==> src/rtl/mult_pkg.sv <==
// Shared constants and state encoding for the 27x15 sequential multiplier.
// Imported by the multiplier top and its shift-add step.
package mult_pkg;

  localparam int MCAND_W  = 27;
  localparam int MPLIER_W = 15;
  localparam int PROD_W   = MCAND_W + MPLIER_W;
  localparam int CNT_W    = $clog2(MPLIER_W);
  // Upper partial-sum width: one guard bit above the multiplicand.
  localparam int HI_W     = MCAND_W + 1;

  typedef enum logic [1:0] {
    IDLE = 2'b00,
    BUSY = 2'b01,
    DONE = 2'b10
  } state_e;

endpackage

==> src/rtl/mult_shift_add_step.sv <==
// One radix-2 iteration: conditional add of mcand into hi, then shift
// {carry,hi,lo} right by one. Ports: hi/lo partial sum in, mcand, add bit; hi/lo out.
module mult_shift_add_step
  import mult_pkg::*;
(
  input  logic [HI_W-1:0]     hi_i,
  input  logic [MPLIER_W-2:0] lo_top_i,
  input  logic [MCAND_W-1:0]  mcand_i,
  input  logic                add_i,
  output logic [HI_W-1:0]     hi_o,
  output logic [MPLIER_W-1:0] lo_o
);

  logic [HI_W:0] sum;

  always_comb begin
    sum = {1'b0, hi_i};
    if (add_i) begin
      sum = sum + {2'b00, mcand_i};
    end
    hi_o = sum[HI_W:1];
    // lo[0] is the bit shifted out; the new MSB of lo is sum[0].
    lo_o = {sum[0], lo_top_i};
  end

endmodule

==> src/rtl/seq_mult_27x15.sv <==
// Sequential unsigned 27x15 shift-add multiplier, one multiplier bit per cycle.
// in_valid/in_ready take mcand/mplier/addend; out_valid/out_ready return product/addend_out.
module seq_mult_27x15
  import mult_pkg::*;
(
  input  logic                clk,
  input  logic                rst,
  input  logic                in_valid,
  output logic                in_ready,
  input  logic [MCAND_W-1:0]  mcand,
  input  logic [MPLIER_W-1:0] mplier,
  input  logic [MPLIER_W-1:0] addend,
  output logic                out_valid,
  input  logic                out_ready,
  output logic [PROD_W-1:0]   product,
  output logic [MPLIER_W-1:0] addend_out
);

  state_e              state_q, state_d;
  logic [MCAND_W-1:0]  mcand_q, mcand_d;
  logic [MPLIER_W-1:0] mpl_q, mpl_d;
  logic [MPLIER_W-1:0] add_q, add_d;
  logic [HI_W-1:0]     hi_q, hi_d;
  logic [MPLIER_W-1:0] lo_q, lo_d;
  logic [CNT_W-1:0]    cnt_q, cnt_d;
  logic [PROD_W-1:0]   prod_q, prod_d;
  logic [MPLIER_W-1:0] aout_q, aout_d;

  logic [HI_W-1:0]     step_hi;
  logic [MPLIER_W-1:0] step_lo;

  mult_shift_add_step u_step (
    .hi_i     (hi_q),
    .lo_top_i (lo_q[MPLIER_W-1:1]),
    .mcand_i  (mcand_q),
    .add_i    (mpl_q[0]),
    .hi_o     (step_hi),
    .lo_o     (step_lo)
  );

  always_ff @(posedge clk or posedge rst) begin
    if (rst) begin
      state_q <= IDLE;
      mcand_q <= '0;
      mpl_q   <= '0;
      add_q   <= '0;
      hi_q    <= '0;
      lo_q    <= '0;
      cnt_q   <= '0;
      prod_q  <= '0;
      aout_q  <= '0;
    end else begin
      state_q <= state_d;
      mcand_q <= mcand_d;
      mpl_q   <= mpl_d;
      add_q   <= add_d;
      hi_q    <= hi_d;
      lo_q    <= lo_d;
      cnt_q   <= cnt_d;
      prod_q  <= prod_d;
      aout_q  <= aout_d;
    end
  end

  always_comb begin
    state_d = state_q;
    mcand_d = mcand_q;
    mpl_d   = mpl_q;
    add_d   = add_q;
    hi_d    = hi_q;
    lo_d    = lo_q;
    cnt_d   = cnt_q;
    prod_d  = prod_q;
    aout_d  = aout_q;
    case (state_q)
      IDLE: begin
        if (in_valid) begin
          state_d = BUSY;
          mcand_d = mcand;
          mpl_d   = mplier;
          add_d   = addend;
          hi_d    = '0;
          lo_d    = '0;
          cnt_d   = '0;
        end
      end
      BUSY: begin
        hi_d  = step_hi;
        lo_d  = step_lo;
        mpl_d = mpl_q >> 1;
        cnt_d = cnt_q + 1'b1;
        if (cnt_q == CNT_W'(MPLIER_W - 1)) begin
          state_d = DONE;
          // Output registers only load here so they hold across IDLE/BUSY.
          prod_d  = {step_hi[MCAND_W-1:0], step_lo};
          aout_d  = add_q;
        end
      end
      DONE: begin
        if (out_ready) begin
          state_d = IDLE;
        end
      end
      default: state_d = IDLE;
    endcase
  end

  assign in_ready   = (state_q == IDLE);
  assign out_valid  = (state_q == DONE);
  assign product    = prod_q;
  assign addend_out = aout_q;

  // hi stays below 2^27 because hi < 2^27 and mcand < 2^27 before each shift.
  a_no_carry: assert property (
    @(posedge clk) disable iff (rst)
    (state_q == BUSY) |-> (step_hi[HI_W-1] == 1'b0)
  );

endmodule

==> config.mk <==
export PLATFORM = sky130hd
export DESIGN_NAME = seq_mult_27x15
export DESIGN_NICKNAME = d
export VERILOG_FILES = /design/src/rtl/mult_pkg.sv /design/src/rtl/mult_shift_add_step.sv /design/src/rtl/seq_mult_27x15.sv
export SDC_FILE = /design/constraint.sdc
export NUM_CORES = 1
export LEC_CHECK = 0
export CAP_MARGIN = 25
export CORE_ASPECT_RATIO = 0.8
export CORE_MARGIN = 5
export CORE_UTILIZATION = 45
export CTS_CLUSTER_DIAMETER = 50
export DETAILED_ROUTE_END_ITERATION = 16
export PLACE_DENSITY = 0.69
export SETUP_SLACK_MARGIN = 0.4
export SLEW_MARGIN = 30
export SYNTH_ARGS = -nofsm -noshare
export SYNTH_HDL_FRONTEND = slang
export SYNTH_SLANG_ARGS = --single-unit
==> constraint.sdc <==
create_clock -name clk -period 5.93 [get_ports clk]
set_input_delay 1.186 -clock clk [delete_from_list [all_inputs] [get_ports clk]]
set_output_delay 1.186 -clock clk [all_outputs]
set_load 0.01 [all_outputs]
## Word level (Yosys, flattened, before mapping)

Cells that the tools add are included.

- Add/subtract/negate cells: 2
- Equal/unequal tests: 6
- Muxes and demuxes: 13
- Reduce and logical (&&, ||, !) cells: 6

Operators with widths:

| kind | number |
|---|---|
| case mux 15 bit (2 select lines) | 2 |
| case mux 28 bit (2 select lines) | 1 |
| two-way mux 15 bit | 2 |
| adder 28 x 27 -> 29 bit | 1 |
| two-way mux 29 bit | 1 |
| two-way mux 28 bit | 1 |
| case mux 4 bit (2 select lines) | 1 |
| two-way mux 2 bit | 3 |
| case mux 2 bit (3 select lines) | 1 |
| AND reduction 2 bit | 3 |
| adder 4 x 1 -> 4 bit, second input constant | 1 |
| == test 4 bit, second input constant | 1 |
| two-way mux 4 bit | 1 |
| inequality test 2 bit, second input constant | 2 |
| AND reduction 3 bit | 1 |
| == test 2 x 1 -> 1 bit, second input constant | 1 |
| == test 2 bit, second input constant | 1 |
| logical NOT 2 bit | 1 |
| inequality test 2 x 1 -> 1 bit, second input constant | 1 |
| nonzero test 2 bit | 1 |

- Register bits after elaboration: 163
- Bits of input ports: 61
- Output and inout bits: 59
- Logic and storage cells: 36

## Logic depth before layout (Yosys ltp)

- Depth after elaboration: 3
- Mapped depth: 11
- Depth with buffers taken out: 11

## Hierarchy

A second synthesis with hierarchy kept.

- Cell total of the unflattened synthesis: 875
- Area total of the unflattened synthesis: 8,386.8 um^2

By module, submodules not included:

| module | instances | cells each | area an instance (um^2) | sequential area each (um^2) |
|---|---|---|---|---|
| seq_mult_27x15 | 1 | 577 | 6,238.5 | 4,053.9 |
| mult_shift_add_step | 1 | 298 | 2,148.3 | 0.0 |

## Worst setup path after synthesis

No wires, ideal clock.

- Kind: reg2reg
- Start: register hi_q[0]
- End: register hi_q[25]
- Data arrival time: 2,389 ps
- Data required time: 5,801 ps
- Path slack: 3,413 ps
- Cell stages (with the launch flop): 12
- Path buffers: 0
- Path through: dfrtp_1 ha_1 inv_1 fa_1 nor2b_4 o31a_1 o211ai_2 a21oi_4 a311oi_1 or3b_1 a31oi_1 o21ai_1

- Longest elaborated chain between the ends: 3

RTL lines:

| what | RTL line | RTL |
|---|---|---|
| start, declared | seq_mult_27x15.sv:23 | `logic [HI_W-1:0] hi_q, hi_d;` |
| start signal, assigned | seq_mult_27x15.sv:57 | `hi_q <= hi_d;` |
| adder 28 x 27 -> 29 bit | mult_shift_add_step.sv:19 | `sum = sum + {2'b00, mcand_i};` |
| two-way mux 29 bit | mult_shift_add_step.sv:18 | `if (add_i) begin` |
| case mux 28 bit (2 select lines) | seq_mult_27x15.sv:75 | `case (state_q)` |

Every way passes these cells.
A chain may end at the register's enable or synchronous reset.

## Final worst setup path

- Start: register mcand_q[0]
- End: register prod_q[40] (netlist: product[40])

- Longest elaborated chain between the ends: 2

RTL lines:

| what | RTL line | RTL |
|---|---|---|
| start, declared | seq_mult_27x15.sv:20 | `logic [MCAND_W-1:0] mcand_q, mcand_d;` |
| start signal, assigned | seq_mult_27x15.sv:54 | `mcand_q <= mcand_d;` |
| adder 28 x 27 -> 29 bit | mult_shift_add_step.sv:19 |  |
| two-way mux 29 bit | mult_shift_add_step.sv:18 |  |
| end signal, assigned | seq_mult_27x15.sv:60 | `prod_q <= prod_d;` |
| end, declared | seq_mult_27x15.sv:26 | `logic [PROD_W-1:0] prod_q, prod_d;` |

Every way passes these cells.

==> qor.txt <==
clock share of power: 0.200
maxcap violations: 0
DRC violations left: 0
DIE HEIGHT: 128 um
unrepaired setup endpoints after global routing: false
Overall Power: 5.56 mW
Finished Layout Cells: 1,219
VDD IR-drop max: 0.210 mV
syn_nets: 973
final instance area: 9870 sq um
vias per std cell: 5.23
Register Area: 4050 sq um
number of global-route vias before repair: 6,236
CP peak stage delay: 0.42 ns
Layout Skew: 0.0110 ns
Max Fclk: 0.349 GHz
core area: 17,200 sq um
Cell Int Power: 3.33 mW
I/O pin count: 120
post-cts hold buffer count: 0
Logic pwr share: 0.461
postcts setup bufs: 0
synthesis-to-finish area growth: 26.2%
post-synthesis register bit count: 162
share of power burned in registers: 0.339
total routed wirelength: 18.5 mm
PwrDens: 563 nW/um^2
fraction of layout cells with a size suffix above 1: 0.0654
fin crit period: 2.86 ns
GRT overflow: 0
largest net degree at the start of global routing: 163
Die ar.: 20,100 sq um
gpl congestion: 0.868
Final Slew Violations: 0
Clock Tree Buf Depth: 2
antenna violations before repair: 0
TNS Setup: 0 ns
first-pass GRT wire length: 31.4 mm
CP endpoint kind: flip-flop
Synth Instances: 882
worst-margin pin slew: 0.834 ns
Yosys cell types: 56
Final Hold Viols: 0
post-DP HPWL: 12.1 mm
Switching Fraction: 0.401
FFs w/ async S/R, synth: 1.00
Vias: 6,375
dpl cells: 1,185
clk sinks: 162
worst path bufs/invs: 1
mapped cell area: 7820 sq um
Die Wd: 157 um
Tcrit/Tclk final: 0.483
Crit path required time: 6.21 ns
CTS tree: done
predominant post-synthesis flop cell: dfrtp_1
NetSw: 2.23 mW
GRT Total Usage: 0.193
DRT iter0 DRCs: 432
post-CTS sizing: 0
# rows: 43
status: finished, final reports clean
Initial Utilization: 0.454
multi-input logic area: 3560 sq um
CP top delay family: compound AO/OA/AOI/OAI gates
Final Setup Violations: 0
diode count: 0
kind of critical path: flip-flop to flip-flop
CP max-delay cell: fa_1
Critical Path Fanout Max: 6
synth warn: 0
DR WL/cell: 15.1 um
sequential share of the synthesized area: 0.518
syn_area_per_cell: 8.87 sq um
Post-synth EDFFs: 0
cells along the critical path: ha_1 > inv_1 > fa_1 > nor2b_4 > o31a_1 > o211ai_2 > a21oi_4 > a311oi_1 > or3b_1 > a31oi_1 > o21ai_1
final core area utilization: 0.573
Post-DP Area: 9220 sq um
CP arrival: 3.14 ns
Slew HR: 0.442
clk_lat worst skew: 0.43 ns
Leak: 4.63 nW
worst min path class: flip-flop to flip-flop
Final ANT Viol Nets: 0
Setup crit start kind: flip-flop
Filler cells: 1,561
Inserted Clock Buffers: 17
Reg clk slew, reported paths: 0.07 ns
First-pass DRT Iterations: 5
Nets: 1,072
I/O Buffers: 119
H-tree depth: 4
root buf cell: clkbuf_16
## sequential cells by signal (all words and copies together), names as in the netlist
name,cells
cnt_q,4
hi_q,28
mcand_q,27
product,42
mpl_q,15
lo_q,14
add_q,15
state_q,2
addend_out,15
## kinds of logic after synthesis
logic type      Yosys count  share of synthesized area
xor+xnor                 20                     0.0224
compound gates          179                      0.143
mux                      13                     0.0170
flops                   162                      0.518
simple gates            419                      0.221
buf+inv                  59                     0.0293
fa+ha+maj                30                     0.0490
## layout make-up
| type | instances | share of cell area |
|---|---|---|
| flip-flops and latches | 162 | 0.411 |
| multi-input cells | 661 | 0.361 |
| repair buffers | 128 | 0.135 |
| clock buffers | 17 | 0.0431 |
| well taps | 225 | 0.0285 |
| clock inverters | 15 | 0.0172 |
| inverters | 11 | 0.00456 |
## per-layer routing
layer  wire length [um]  global-route usage
met5                  0                   0
met4                200              0.0481
met3                951              0.0418
met2               8130               0.290
met1               9180               0.285
## tightest hold or removal path: stages (launching register included)
cell,delay (ns)
dfrtp_1,0.34
nand2_1,0.05
nand2_1,0.04
## path summary, 6_finish.rpt
path,from,to,slack (ns),cells after the start
setup / recovery,mcand_q[0],product[40],3.07,11
hold / removal,add_q[2],addend_out[2],0.46,2
setup reg to reg,mcand_q[0],product[40],3.07,11
hold reg to reg,add_q[2],addend_out[2],0.46,2
max in group asynchronous,rst,product[27],3.92,4
min in group asynchronous,rst,product[3],1.20,3
## power by group through the flow
stage                     registers (mW)  logic [mW]  clock network [mW]
after floorplan                     1.88        1.75                   0
after global placement              1.89        2.49                   0
after detailed placement            1.90        2.54                   0
after CTS                           1.89        2.56                1.14
after global routing                1.95        2.91                1.18
final                               1.88        2.56                1.11
## stage by stage
step | setup slack [ns] | hold WS (ns)
2_1_floorplan | 2.69 | 0.439
4_1_cts | 3.05 | 0.464
6_report | 3.07 | 0.463
5_1_grt | 2.88 | 0.487
3_5_place_dp | 2.68 | 0.447
3_3_place_gp | 2.73 | 0.446
## placed cells by master (no fill, tap or decap), types with 3 or more instances in the layout
master,netlist,routed
buf_4,0,5
o21bai_1,4,4
o21a_1,5,5
o211ai_1,3,3
and2_1,4,3
inv_1,11,10
nand2_1,320,319
clkbuf_16,0,17
o21ai_1,6,6
inv_6,0,6
a311oi_1,4,4
a21oi_1,32,32
nand4_1,3,3
and3_1,9,9
xnor2_1,16,16
a21o_1,4,4
mux2i_1,11,11
clkdlybuf4s50_1,0,119
buf_16,0,3
nor3_1,7,7
a31oi_1,14,14
xor2_1,4,4
o21ai_0,70,70
ha_1,29,29
nor2_1,27,25
a22oi_1,14,14
nand3_1,30,30
nand2b_1,4,3
dfrtp_1,162,162
nor2b_1,6,5
## cells in the mapped netlist, types with 3 or more instances
library cell | instances | area (sq um)
o211ai_1 | 3 | 22.5
nor3_1 | 7 | 35.0
o21a_1 | 5 | 37.5
a22oi_1 | 14 | 105
ha_1 | 29 | 363
o21ai_1 | 6 | 30.0
and2_1 | 4 | 25.0
a21oi_1 | 32 | 160
o21ai_0 | 70 | 350
nand4_1 | 3 | 18.8
and3_1 | 9 | 56.3
nand2b_1 | 4 | 25.0
a311oi_1 | 4 | 35.0
xor2_1 | 4 | 35.0
dfrtp_1 | 162 | 4050
a31oi_1 | 14 | 87.6
inv_1 | 11 | 41.3
a21o_1 | 4 | 30.0
buf_1 | 7 | 26.3
nand2_1 | 320 | 1200
nor2_1 | 27 | 101
xnor2_1 | 16 | 140
clkbuf_1 | 40 | 150
nand3_1 | 30 | 150
o21bai_1 | 4 | 30.0
mux2i_1 | 11 | 110
nor2b_1 | 6 | 37.5
Power figures use the tool's default switching activity.
